<file path="config.mk">
export PLATFORM = sky130hd
export DESIGN_NAME = checkout_billing
export DESIGN_NICKNAME = d
export VERILOG_FILES = /design/src/rtl/smart_store_pkg.sv /design/src/rtl/change_dispenser.sv /design/src/rtl/checkout_billing.sv
export SDC_FILE = /design/constraint.sdc
export NUM_CORES = 1
export LEC_CHECK = 0
export CAP_MARGIN = 20
export CORE_ASPECT_RATIO = 0.9
export CORE_MARGIN = 5
export CORE_UTILIZATION = 40
export CTS_BUF_LIST = sky130_fd_sc_hd__clkbuf_4 sky130_fd_sc_hd__clkbuf_8
export CTS_CLUSTER_DIAMETER = 50
export DETAILED_ROUTE_END_ITERATION = 8
export SLEW_MARGIN = 10
export SYNTH_ARGS = -nofsm -noshare
export SYNTH_HDL_FRONTEND = slang
export SYNTH_SLANG_ARGS = --single-unit
</file>
<file path="constraint.sdc">
create_clock -name clk -period 3.8 [get_ports clk]
set_clock_uncertainty 0.05 [all_clocks]
set_input_delay 0.76 -clock clk [delete_from_list [all_inputs] [get_ports clk]]
set_output_delay 0.76 -clock clk [all_outputs]
set_load 0.1 [all_outputs]
</file>
<file path="src/rtl/smart_store_pkg.sv">
// Shared types and constants for the smart-store datapath: coin codes, the
// denomination table, the checkout state encoding and the greedy change helper.
package smart_store_pkg;

  localparam int DEFAULT_COST_W = 10;

  typedef logic [2:0] coin_code_t;

  localparam logic [9:0] DENOM [0:7] = '{10'd1, 10'd2, 10'd5, 10'd10,
                                         10'd20, 10'd50, 10'd100, 10'd500};

  typedef enum logic [2:0] {
    ST_IDLE     = 3'd0,
    ST_COLLECT  = 3'd1,
    ST_SETTLE   = 3'd2,
    ST_DISPENSE = 3'd3,
    ST_DONE     = 3'd4
  } state_t;

  // Largest denomination not exceeding value; code 0 when value is 0.
  function automatic coin_code_t greedy_code(input logic [31:0] value);
    coin_code_t code;
    code = 3'd0;
    for (int i = 0; i < 8; i++) begin
      if ({22'd0, DENOM[i]} <= value) begin
        code = coin_code_t'(i);
      end else begin
        code = code;
      end
    end
    return code;
  endfunction

endpackage

</file>
<file path="src/rtl/change_dispenser.sv">
// Greedy coin dispenser: loads an amount on start, then offers one coin per
// ready/valid handshake until the remainder is zero, and pulses done.
module change_dispenser
  import smart_store_pkg::*;
#(
  parameter int PAY_W = 12
) (
  input  logic             clk,
  input  logic             rst_n,
  input  logic             start_i,
  input  logic [PAY_W-1:0] amount_i,
  input  logic             coin_out_ready_i,
  output logic             coin_out_valid_o,
  output coin_code_t       coin_out_code_o,
  output logic             done_o
);

  logic [PAY_W-1:0] rem_q, rem_d;
  logic             valid_q, valid_d;
  coin_code_t       code_q, code_d;
  logic             done_q, done_d;
  logic             take_s;

  // Remainder update and selection of the next offered coin.
  always_comb begin
    rem_d   = rem_q;
    valid_d = valid_q;
    code_d  = code_q;
    done_d  = 1'b0;
    take_s  = valid_q && coin_out_ready_i;
    if (start_i) begin
      rem_d = amount_i;
    end else if (take_s) begin
      rem_d = rem_q - PAY_W'(DENOM[code_q]);
    end else begin
      rem_d = rem_q;
    end
    // Code only changes on load or handshake, so it is stable while waiting.
    if (start_i || take_s) begin
      valid_d = (rem_d != {PAY_W{1'b0}});
      code_d  = greedy_code(32'(rem_d));
      done_d  = (rem_d == {PAY_W{1'b0}});
    end else begin
      valid_d = valid_q;
      code_d  = code_q;
    end
  end

  // Dispenser state registers.
  always_ff @(posedge clk or negedge rst_n) begin
    if (!rst_n) begin
      rem_q   <= {PAY_W{1'b0}};
      valid_q <= 1'b0;
      code_q  <= 3'd0;
      done_q  <= 1'b0;
    end else begin
      rem_q   <= rem_d;
      valid_q <= valid_d;
      code_q  <= code_d;
      done_q  <= done_d;
    end
  end

  assign coin_out_valid_o = valid_q;
  assign coin_out_code_o  = code_q;
  assign done_o           = done_q;

endmodule

</file>
<file path="src/rtl/checkout_billing.sv">
// Checkout stage: latches the trolley total, collects coins, then dispenses
// change (bill) or the full payment (refund) through the shared dispenser.
module checkout_billing
  import smart_store_pkg::*;
#(
  parameter int COST_W      = DEFAULT_COST_W,
  parameter int PAY_W       = 12,
  parameter int TIMEOUT_CYC = 1000
) (
  input  logic              clk,
  input  logic              reset,
  input  logic              checkout_req,
  input  logic [COST_W-1:0] total_cost,
  input  logic              cancel,
  input  logic              coin_valid,
  input  logic [2:0]        coin_code,
  input  logic              coin_out_ready,
  output logic              busy,
  output logic [COST_W-1:0] amount_due,
  output logic [PAY_W-1:0]  paid,
  output logic              coin_reject,
  output logic              coin_out_valid,
  output logic [2:0]        coin_out_code,
  output logic              bill_done,
  output logic              refund_done,
  output logic              timeout,
  output logic              trolley_clear
);

  localparam int TMR_W = $clog2(TIMEOUT_CYC + 1);

  state_t            state_q, state_d;
  logic [COST_W-1:0] amount_q, amount_d;
  logic [PAY_W-1:0]  paid_q, paid_d;
  logic [TMR_W-1:0]  timer_q, timer_d;
  logic              refund_q, refund_d;
  logic              busy_q, busy_d;
  logic              reject_q, reject_d;
  logic              timeout_q, timeout_d;
  logic              bill_q, bill_d;
  logic              refund_done_q, refund_done_d;
  logic              clear_q, clear_d;
  logic              disp_start_s;
  logic [PAY_W-1:0]  disp_amount_s;
  logic              disp_done_s;
  logic              expire_s;

  change_dispenser #(.PAY_W(PAY_W)) u_dispenser (
    .clk              (clk),
    .rst_n            (reset),
    .start_i          (disp_start_s),
    .amount_i         (disp_amount_s),
    .coin_out_ready_i (coin_out_ready),
    .coin_out_valid_o (coin_out_valid),
    .coin_out_code_o  (coin_out_code),
    .done_o           (disp_done_s)
  );

  // Checkout FSM next-state and registered-output decode.
  always_comb begin
    state_d       = state_q;
    amount_d      = amount_q;
    paid_d        = paid_q;
    timer_d       = timer_q;
    refund_d      = refund_q;
    timeout_d     = 1'b0;
    bill_d        = 1'b0;
    refund_done_d = 1'b0;
    clear_d       = 1'b0;
    disp_start_s  = 1'b0;
    disp_amount_s = {PAY_W{1'b0}};
    reject_d      = coin_valid && (state_q != ST_COLLECT);
    expire_s      = !coin_valid && (timer_q == TMR_W'(TIMEOUT_CYC - 1));
    case (state_q)
      ST_IDLE: begin
        if (checkout_req) begin
          if (total_cost != {COST_W{1'b0}}) begin
            amount_d = total_cost;
            paid_d   = {PAY_W{1'b0}};
            timer_d  = {TMR_W{1'b0}};
            state_d  = ST_COLLECT;
          end else begin
            bill_d  = 1'b1;
            clear_d = 1'b1;
          end
        end else begin
          state_d = ST_IDLE;
        end
      end
      ST_COLLECT: begin
        if (coin_valid) begin
          paid_d  = paid_q + PAY_W'(DENOM[coin_code]);
          timer_d = {TMR_W{1'b0}};
        end else begin
          timer_d = timer_q + TMR_W'(1);
        end
        // A coin landing with cancel/timeout is part of the refund via paid_d.
        if (cancel) begin
          refund_d      = 1'b1;
          disp_start_s  = 1'b1;
          disp_amount_s = paid_d;
          state_d       = ST_DISPENSE;
        end else if (paid_q >= PAY_W'(amount_q)) begin
          state_d = ST_SETTLE;
        end else if (expire_s) begin
          timeout_d     = 1'b1;
          refund_d      = 1'b1;
          disp_start_s  = 1'b1;
          disp_amount_s = paid_d;
          state_d       = ST_DISPENSE;
        end else begin
          state_d = ST_COLLECT;
        end
      end
      ST_SETTLE: begin
        refund_d      = 1'b0;
        disp_start_s  = 1'b1;
        disp_amount_s = paid_q - PAY_W'(amount_q);
        state_d       = ST_DISPENSE;
      end
      ST_DISPENSE: begin
        if (disp_done_s) begin
          state_d = ST_DONE;
          if (refund_q) begin
            refund_done_d = 1'b1;
          end else begin
            bill_d  = 1'b1;
            clear_d = 1'b1;
          end
        end else begin
          state_d = ST_DISPENSE;
        end
      end
      ST_DONE: begin
        amount_d = {COST_W{1'b0}};
        timer_d  = {TMR_W{1'b0}};
        state_d  = ST_IDLE;
      end
      default: begin
        state_d = ST_IDLE;
      end
    endcase
    busy_d = (state_d != ST_IDLE);
  end

  // Checkout state and output registers.
  always_ff @(posedge clk or negedge reset) begin
    if (!reset) begin
      state_q       <= ST_IDLE;
      amount_q      <= {COST_W{1'b0}};
      paid_q        <= {PAY_W{1'b0}};
      timer_q       <= {TMR_W{1'b0}};
      refund_q      <= 1'b0;
      busy_q        <= 1'b0;
      reject_q      <= 1'b0;
      timeout_q     <= 1'b0;
      bill_q        <= 1'b0;
      refund_done_q <= 1'b0;
      clear_q       <= 1'b0;
    end else begin
      state_q       <= state_d;
      amount_q      <= amount_d;
      paid_q        <= paid_d;
      timer_q       <= timer_d;
      refund_q      <= refund_d;
      busy_q        <= busy_d;
      reject_q      <= reject_d;
      timeout_q     <= timeout_d;
      bill_q        <= bill_d;
      refund_done_q <= refund_done_d;
      clear_q       <= clear_d;
    end
  end

  assign busy          = busy_q;
  assign amount_due    = amount_q;
  assign paid          = paid_q;
  assign coin_reject   = reject_q;
  assign timeout       = timeout_q;
  assign bill_done     = bill_q;
  assign refund_done   = refund_done_q;
  assign trolley_clear = clear_q;

endmodule

</file>
==> results.md <==
- Die area: 13110 sq um
- # DRC: 0
- Cell accounting for the most synthesized area: dfrtp_1
- Slowest-stage cell, CP: or4_4
- Power per cell area: 705.9 nW/um^2
- Hold Vio Cnt, Final: 0
- Netlist cell types: 70
- RSZ-0062 raised after global routing: true
- Detailed placer's ending HPWL: ~10 mm
- Fin. max-slew vios: 0
- Post-synth EDFFs: 0
- Rows: 36
- CP required: ~4.0 ns
- Sequential cell area fraction in the yosys report: 0.3323
- Commonest register cell after synthesis: dfrtp_1
- Non-Filler Instances: 764
- Reg2Reg Setup Slack: 0.07 ns
- Worst-path cell chain: ha_4 > fa_2 > nand2b_4 > a211oi_2 > o41a_1 > o31a_1 > nor2_1 > a21boi_1 > or4_4 > or4_4 > o22a_1
- Element type at the critical path end: flop
- Synth top area share: 0.3323
- Achievable Freq: 268.2 MHz
- Clk slew on worst S/H paths: 0.07 ns
- Kind of critical path: flop to flop
- Mapped Area: 4368 sq um
- Async set-reset flop share out of synthesis: 1.000
- Die Width: 120.2 um
- Kind of cell adding the most delay to the critical path: simple AND/OR/NAND/NOR gates
- Most numerous cell in the Yosys netlist: dfrtp_1
- Design Area, Final: slightly below 6000 sq um
- Peak supply drop: 0.0004120 V
- R2R depth: 11
- Final Setup Violations: 0
- Placed cell area: 5587 sq um
- Synth Register Bits: 58
- Max incr delay on CP: 0.56 ns
- Vias/cell: 5.628
- Worst relative slew slack: 0.3363
- Root Driver: clkbuf_8
- Buffers & Inverters on Critical Path: 0
- # IOs: 51
- Clk_lat worst skew: 0.35 ns
- Max Fanout on Critical Path: 5
- Hold Path Class: primary input to async pin
- Gate Count Post-Synth: 511
- Initial Utilization: 0.4057
- Pre-antenna DRT Iters: 5
- CTS sink cnt: 58
- GRT overflow: 0
- Starting DRT DRC Count: ~250
- Synth-to-layout area growth: 35.38%
- Core area: 10770 sq um
- Share of post-route cells with drive strength above 1: 0.2536
- Leak Pwr: roughly 2.6 nW
- Net Count, Synth: 562
- Worst R2R Start: amount_due[0]
- Status: finished, final reports clean
- Top cells by area, synth: dfrtp_1 33%, ha_1 8.3%, nor2_1 4.8%, o21ai_0 4.6%, nand2_1 3.6%
- Longest Clk Path Bufs: 2
- Final #Nets: 677
- Final period util: 0.9812
- Max-Cap Viols: 0
- # H-tree levels: 3
- Antenna viol nets, final: 0
- Fin crit period: approximately 3.7 ns
- CTS buffer count: 9
- I/O Buffers: 50
- Largest net degree at the start of global routing: 33
- Vert. Die Dim: 109.1 um
- RD Place Congestion: 0.8646
- CTS tree: done
- Vias in the first global route: 4172
- Total track usage: 0.2034
- Total Wirelength: roughly 13 mm
- Initial antenna violation count: 0
- Global-route wire length before repair: 21.14 mm
- Worst Tran Pin Value: 0.9925 ns
- DR WL/cell: around 17 um
- Critical Path AT: 3.92 ns
- N_diodes: 0
- Detailed-route via count: 4300
- Startpoint types: flop
- Yosys warnings: 0
- Avg Synthesized Cell Area: 8.548 sq um
- Top cell by count, worst path: or4_4
- Most instantiated cells after synthesis: 58 x dfrtp_1, 56 x nor2_1, 42 x nand2_1
- Placed Cells: roughly 740
- Reg-to-reg endpoint: u_dispenser.coin_out_code_o[2]
==> registers in the layout (all words and copies together) (netlist names), 3 cells and up <==
| name | flops |
|---|---|
| amount_due | 10 |
| paid | 12 |
| state_q | 3 |
| timer_q | 10 |
| u_dispenser.coin_out_code_o | 3 |
| u_dispenser.rem_q | 12 |
==> logic make-up after synthesis <==
logic type	count (synthesis)	synth area share
AND/OR/NAND/NOR	195	0.2292
AO/OA/AOI/OAI	159	0.2549
flip-flops	58	0.3323
buffers and inverters	45	0.04039
adder cells (fa/ha/maj)	33	0.09911
XOR/XNOR	15	0.03008
multiplexers	6	0.01404
==> timing repair <==
item / 4_1_cts / 5_1_grt
pin swaps: 11 / 6
buffers inserted: 1 / 3
resized for setup: 29 / 17
gates cloned: 0 / 0
hold buffers: 0 / 0
endpoints found under the setup margin: 5 / 5
==> metal layers <==
layer	global-route usage	part of all wire	routed length [um]
met1	0.2722	0.48	6333
met2	0.3369	0.46	6024
met3	0.03734	0.039	505
met4	0.06132	0.019	244
met5	0	0	0
==> through the flow <==
| stage | utilization | hold WS (ns) | TNS (ns) | power (mW) | setup slack (ns) |
|---|---|---|---|---|---|
| 5_1_grt | 0.5493 | 0.4572 | -0.06359 | 4.473 | -0.06359 |
| 4_1_cts | 0.5410 | 0.4315 | 0 | 4.095 | 0.01074 |
| 2_1_floorplan | - | 0.3919 | 0 | 2.655 | 0.000001332 |
| 6_report | 0.5493 | 0.4152 | 0 | 4.174 | 0.07138 |
| 3_3_place_gp | 0.5189 | 0.4266 | -2.778 | 3.526 | -0.6770 |
| 3_5_place_dp | 0.5189 | 0.4351 | -3.171 | 3.549 | -0.7561 |
==> area by class of cell <==
type / instances / area (sq um)
clock buffer: 11 / 138.9
clock inverter: 5 / 31.28
multi-input combinational: 408 / 2945
timing repair buffer: 122 / 1033
inverter: 27 / 103.9
fill: 1037 / 4852
sequential: 58 / 1494
tap: 133 / 166.4
==> cell usage in the layout, fill, tap and decap left out, types with 8 or more instances in the layout <==
master / Yosys / final
a211oi_1: 10 / 8
a21o_1: 8 / 8
a21oi_1: 16 / 16
a22o_1: 11 / 11
buf_4: 1 / 72
clkbuf_8: 0 / 9
clkdlybuf4s50_1: 0 / 46
dfrtp_1: 58 / 36
dfrtp_2: 0 / 16
ha_1: 29 / 24
inv_1: 26 / 24
nand2_1: 42 / 41
nand3_1: 12 / 12
nand4_1: 11 / 11
nor2_1: 56 / 51
nor3_1: 12 / 11
o21a_1: 15 / 15
o21ai_0: 40 / 38
xnor2_1: 10 / 10
==> worst max-delay path by stage <==
stage	start	to	slack (ns)	depth (start not counted)
final	amount_due[0]	u_dispenser.coin_out_code_o[2]	0.07	11
after CTS	u_dispenser.coin_out_code_o[2]	u_dispenser.coin_out_code_o[2]	0.01	14
after floorplan	coin_code[0]	u_dispenser.coin_out_code_o[2]	0.000001	13
after detailed placement	coin_code[2]	u_dispenser.coin_out_code_o[2]	-0.76	14
after global routing	amount_due[1]	u_dispenser.coin_out_code_o[2]	-0.06	12
after global placement	coin_code[0]	u_dispenser.coin_out_code_o[2]	-0.68	14
==> report_power, final <==
group | total, mW | internal [mW] | switching (mW) | leakage (nW)
Combinational | 2.77 | 1.15 | 1.61 | 1.79
Sequential | 0.911 | 0.769 | 0.142 | 0.705
Clock | 0.497 | 0.248 | 0.249 | 0.0899
Total | 4.17 | 2.17 | 2.01 | 2.58
Power figures use the tool's default switching activity.
==> RTL edit: new RTL, config.mk and constraints unchanged <==
`PAY_W` is set to 12 in 2 places; all go to 6.
--- a/src/rtl/change_dispenser.sv
+++ b/src/rtl/change_dispenser.sv
@@ -4,5 +4,5 @@
   import smart_store_pkg::*;
 #(
-  parameter int PAY_W = 12
+  parameter int PAY_W = 6
 ) (
   input  logic             clk,
--- a/src/rtl/checkout_billing.sv
+++ b/src/rtl/checkout_billing.sv
@@ -5,5 +5,5 @@
 #(
   parameter int COST_W      = DEFAULT_COST_W,
-  parameter int PAY_W       = 12,
+  parameter int PAY_W       = 6,
   parameter int TIMEOUT_CYC = 1000
 ) (
Interface: changed (resized paid); port bits go from 51 to 45. No check against the original RTL was run, so the function may have changed too.
==> RTL edit against the unedited design <==
- area after synthesis decreased by 26%
- count of clock-buffer cells in the layout shrank 5
- setup slack improved by 110 ps
- sequential cell count down 12
- largest cell class unchanged
- cell area fell by 33%
- fmax is 3.0% higher
- routed wire length shrank 39%
Power is left out: the tool's default activity adds up to more than one toggle a clock period on the data nets, which glitch-free logic cannot reach.
==> RTL edit: results (changes against the unedited design) <==
# nets final -> 442 (was 677)
post-CTS setup buffer count -> 0 (was 1)
top cells by count, synth -> dfrtp_1 (46), nor2_1 (28), nand2_1 (27) (was dfrtp_1 (58), nor2_1 (56), nand2_1 (42))
WP data arrival -> 3770 ps (was 3920 ps)
reg2reg setup slack -> 660 ps (was 70 ps)
Clock transition at path regs -> 90 ps (was 70 ps)
Distinct cells, synth -> 75 (was 70)
vias in the first global route -> 2712 (was 4172)
Post-DP Area -> 3829 sq um (was 5587 sq um)
Clock Path Buffers -> 2 (unchanged)
post_cts resized -> 0 (was 29)
Seq/Total Area, Yosys -> 35.77% (was 33.23%)
Root Buffer -> clkbuf_8 (unchanged)
main area contributors after synthesis -> dfrtp_1 (36%), ha_1 (6.6%), o21ai_0 (4.0%) (was dfrtp_1 (33%), ha_1 (8.3%), nor2_1 (4.8%))
syn_nets -> 388 (was 562)
HPWL after DPL -> 6150 microns (was 10360 microns)
fraction of registers with async set/reset -> 100.0% (unchanged)
DR WL/cell -> 15.86 microns (was 17.16 microns)
endpoint of the lowest-slack register-to-register path -> u_dispenser.coin_out_valid_o (was u_dispenser.coin_out_code_o[2])
status -> finished clean (unchanged)
slowest CP cell -> clkdlybuf4s50_1 (was or4_4)
initial antenna violation count -> 0 (unchanged)
routability cong. -> 0.8391 (was 0.8646)
most used standard cell by instance count after synthesis -> dfrtp_1 (unchanged)
layout cells sized above 1 -> 12.13% (was 25.36%)
First DRT Iteration DRCs -> 150 (was 249)
Num CTS Buffers -> 5 (was 9)
Multi-input gate area -> 1931 sq um (was 2945 sq um)
worst setup path startpoint -> coin_code[2] (was amount_due[0])
Crit path largest cell delay -> 540 ps (was 560 ps)
Vias/cell -> 5.483 (was 5.628)
Filler cells -> 762 (was 1037)
Worst Max-Slew Pin Slew -> 992.0 ps (was 992.5 ps)
H-tree levels -> 2 (was 3)
Worst Hold Class -> in -> async (unchanged)
# port buffers -> 44 (was 50)
clock latency on the worst-skew pair -> 300 ps (was 350 ps)
diode count -> 0 (unchanged)
first-pass GRT wire length -> 13480 microns (was 21140 microns)
first drt pass iteration count -> 4 (was 5)
GRT Overall Usage -> 16.59% (was 20.34%)
reg2reg start -> paid[0] (was amount_due[0])
pin count of the biggest net entering global routing -> 47 (was 33)
Reg2Reg Depth -> 11 (unchanged)
Syn. warnings -> 0 (unchanged)
CP Max Fanout -> 4 (was 5)
## RTL edit: metrics by stage
stage / hold slack (ps) / setup TNS (ps) / instances / setup WS (ps)
3_5_place_dp: 405.7 / -254.1 / 494 / -111.4
4_1_cts: 429.7 / 0 / 502 / 197.4
5_1_grt: 270.7 / 0 / 503 / 58.31
2_1_floorplan: 392.2 / 0 / 349 / 194.1
6_report: 261.0 / 0 / 503 / 178.9
3_3_place_gp: 410.9 / -226.1 / 494 / -125.6
## RTL edit: per-layer routing
layer	track usage, %	vias up	share of wire (%)
li1	-	1396	-
met4	3.991	0	0.90
met1	23.64	1300	51
met3	2.911	7	3.6
met5	0	-	0
met2	26.37	55	45
## RTL edit: worst max path at each step
stage,slack (ps),cells after the start,to
4_1_cts,200,13,u_dispenser.coin_out_valid_o
3_5_place_dp,-110,13,u_dispenser.coin_out_valid_o
5_1_grt,60,13,u_dispenser.coin_out_valid_o
6_report,180,13,u_dispenser.coin_out_valid_o
2_1_floorplan,190,11,u_dispenser.coin_out_valid_o
3_3_place_gp,-130,13,u_dispenser.coin_out_valid_o
## RTL edit: cell families (layout without fill, tap and decap cells)
logic type	after synthesis	after routing	synth area share, %
fa+ha+maj	21	21	8.787
simple gates	123	123	21.77
xor+xnor	6	6	1.633
flops	46	46	35.77
compound gates	111	111	25.23
buf+inv	35	90	4.588
mux	7	7	2.216
## RTL edit: final cells by class
class	count	area share, %
Multi-Input combinational cell	268	48.58
Inverter	21	1.984
Clock buffer	6	1.921
Sequential cell	46	28.97
Tap cell	99	3.117
Clock inverter	2	0.9446
Timing Repair Buffer	61	14.48
## RTL edit: worst max-delay path: cells and delay by family
family | cells | cell delay (ps)
AOI/OAI and AO/OA | 3 | 620
buffers and inverters | 2 | 690
and+or+nand+nor | 3 | 660
adders and majority gates | 2 | 590
xor gates and xnor gates | 1 | 150
muxes | 2 | 300
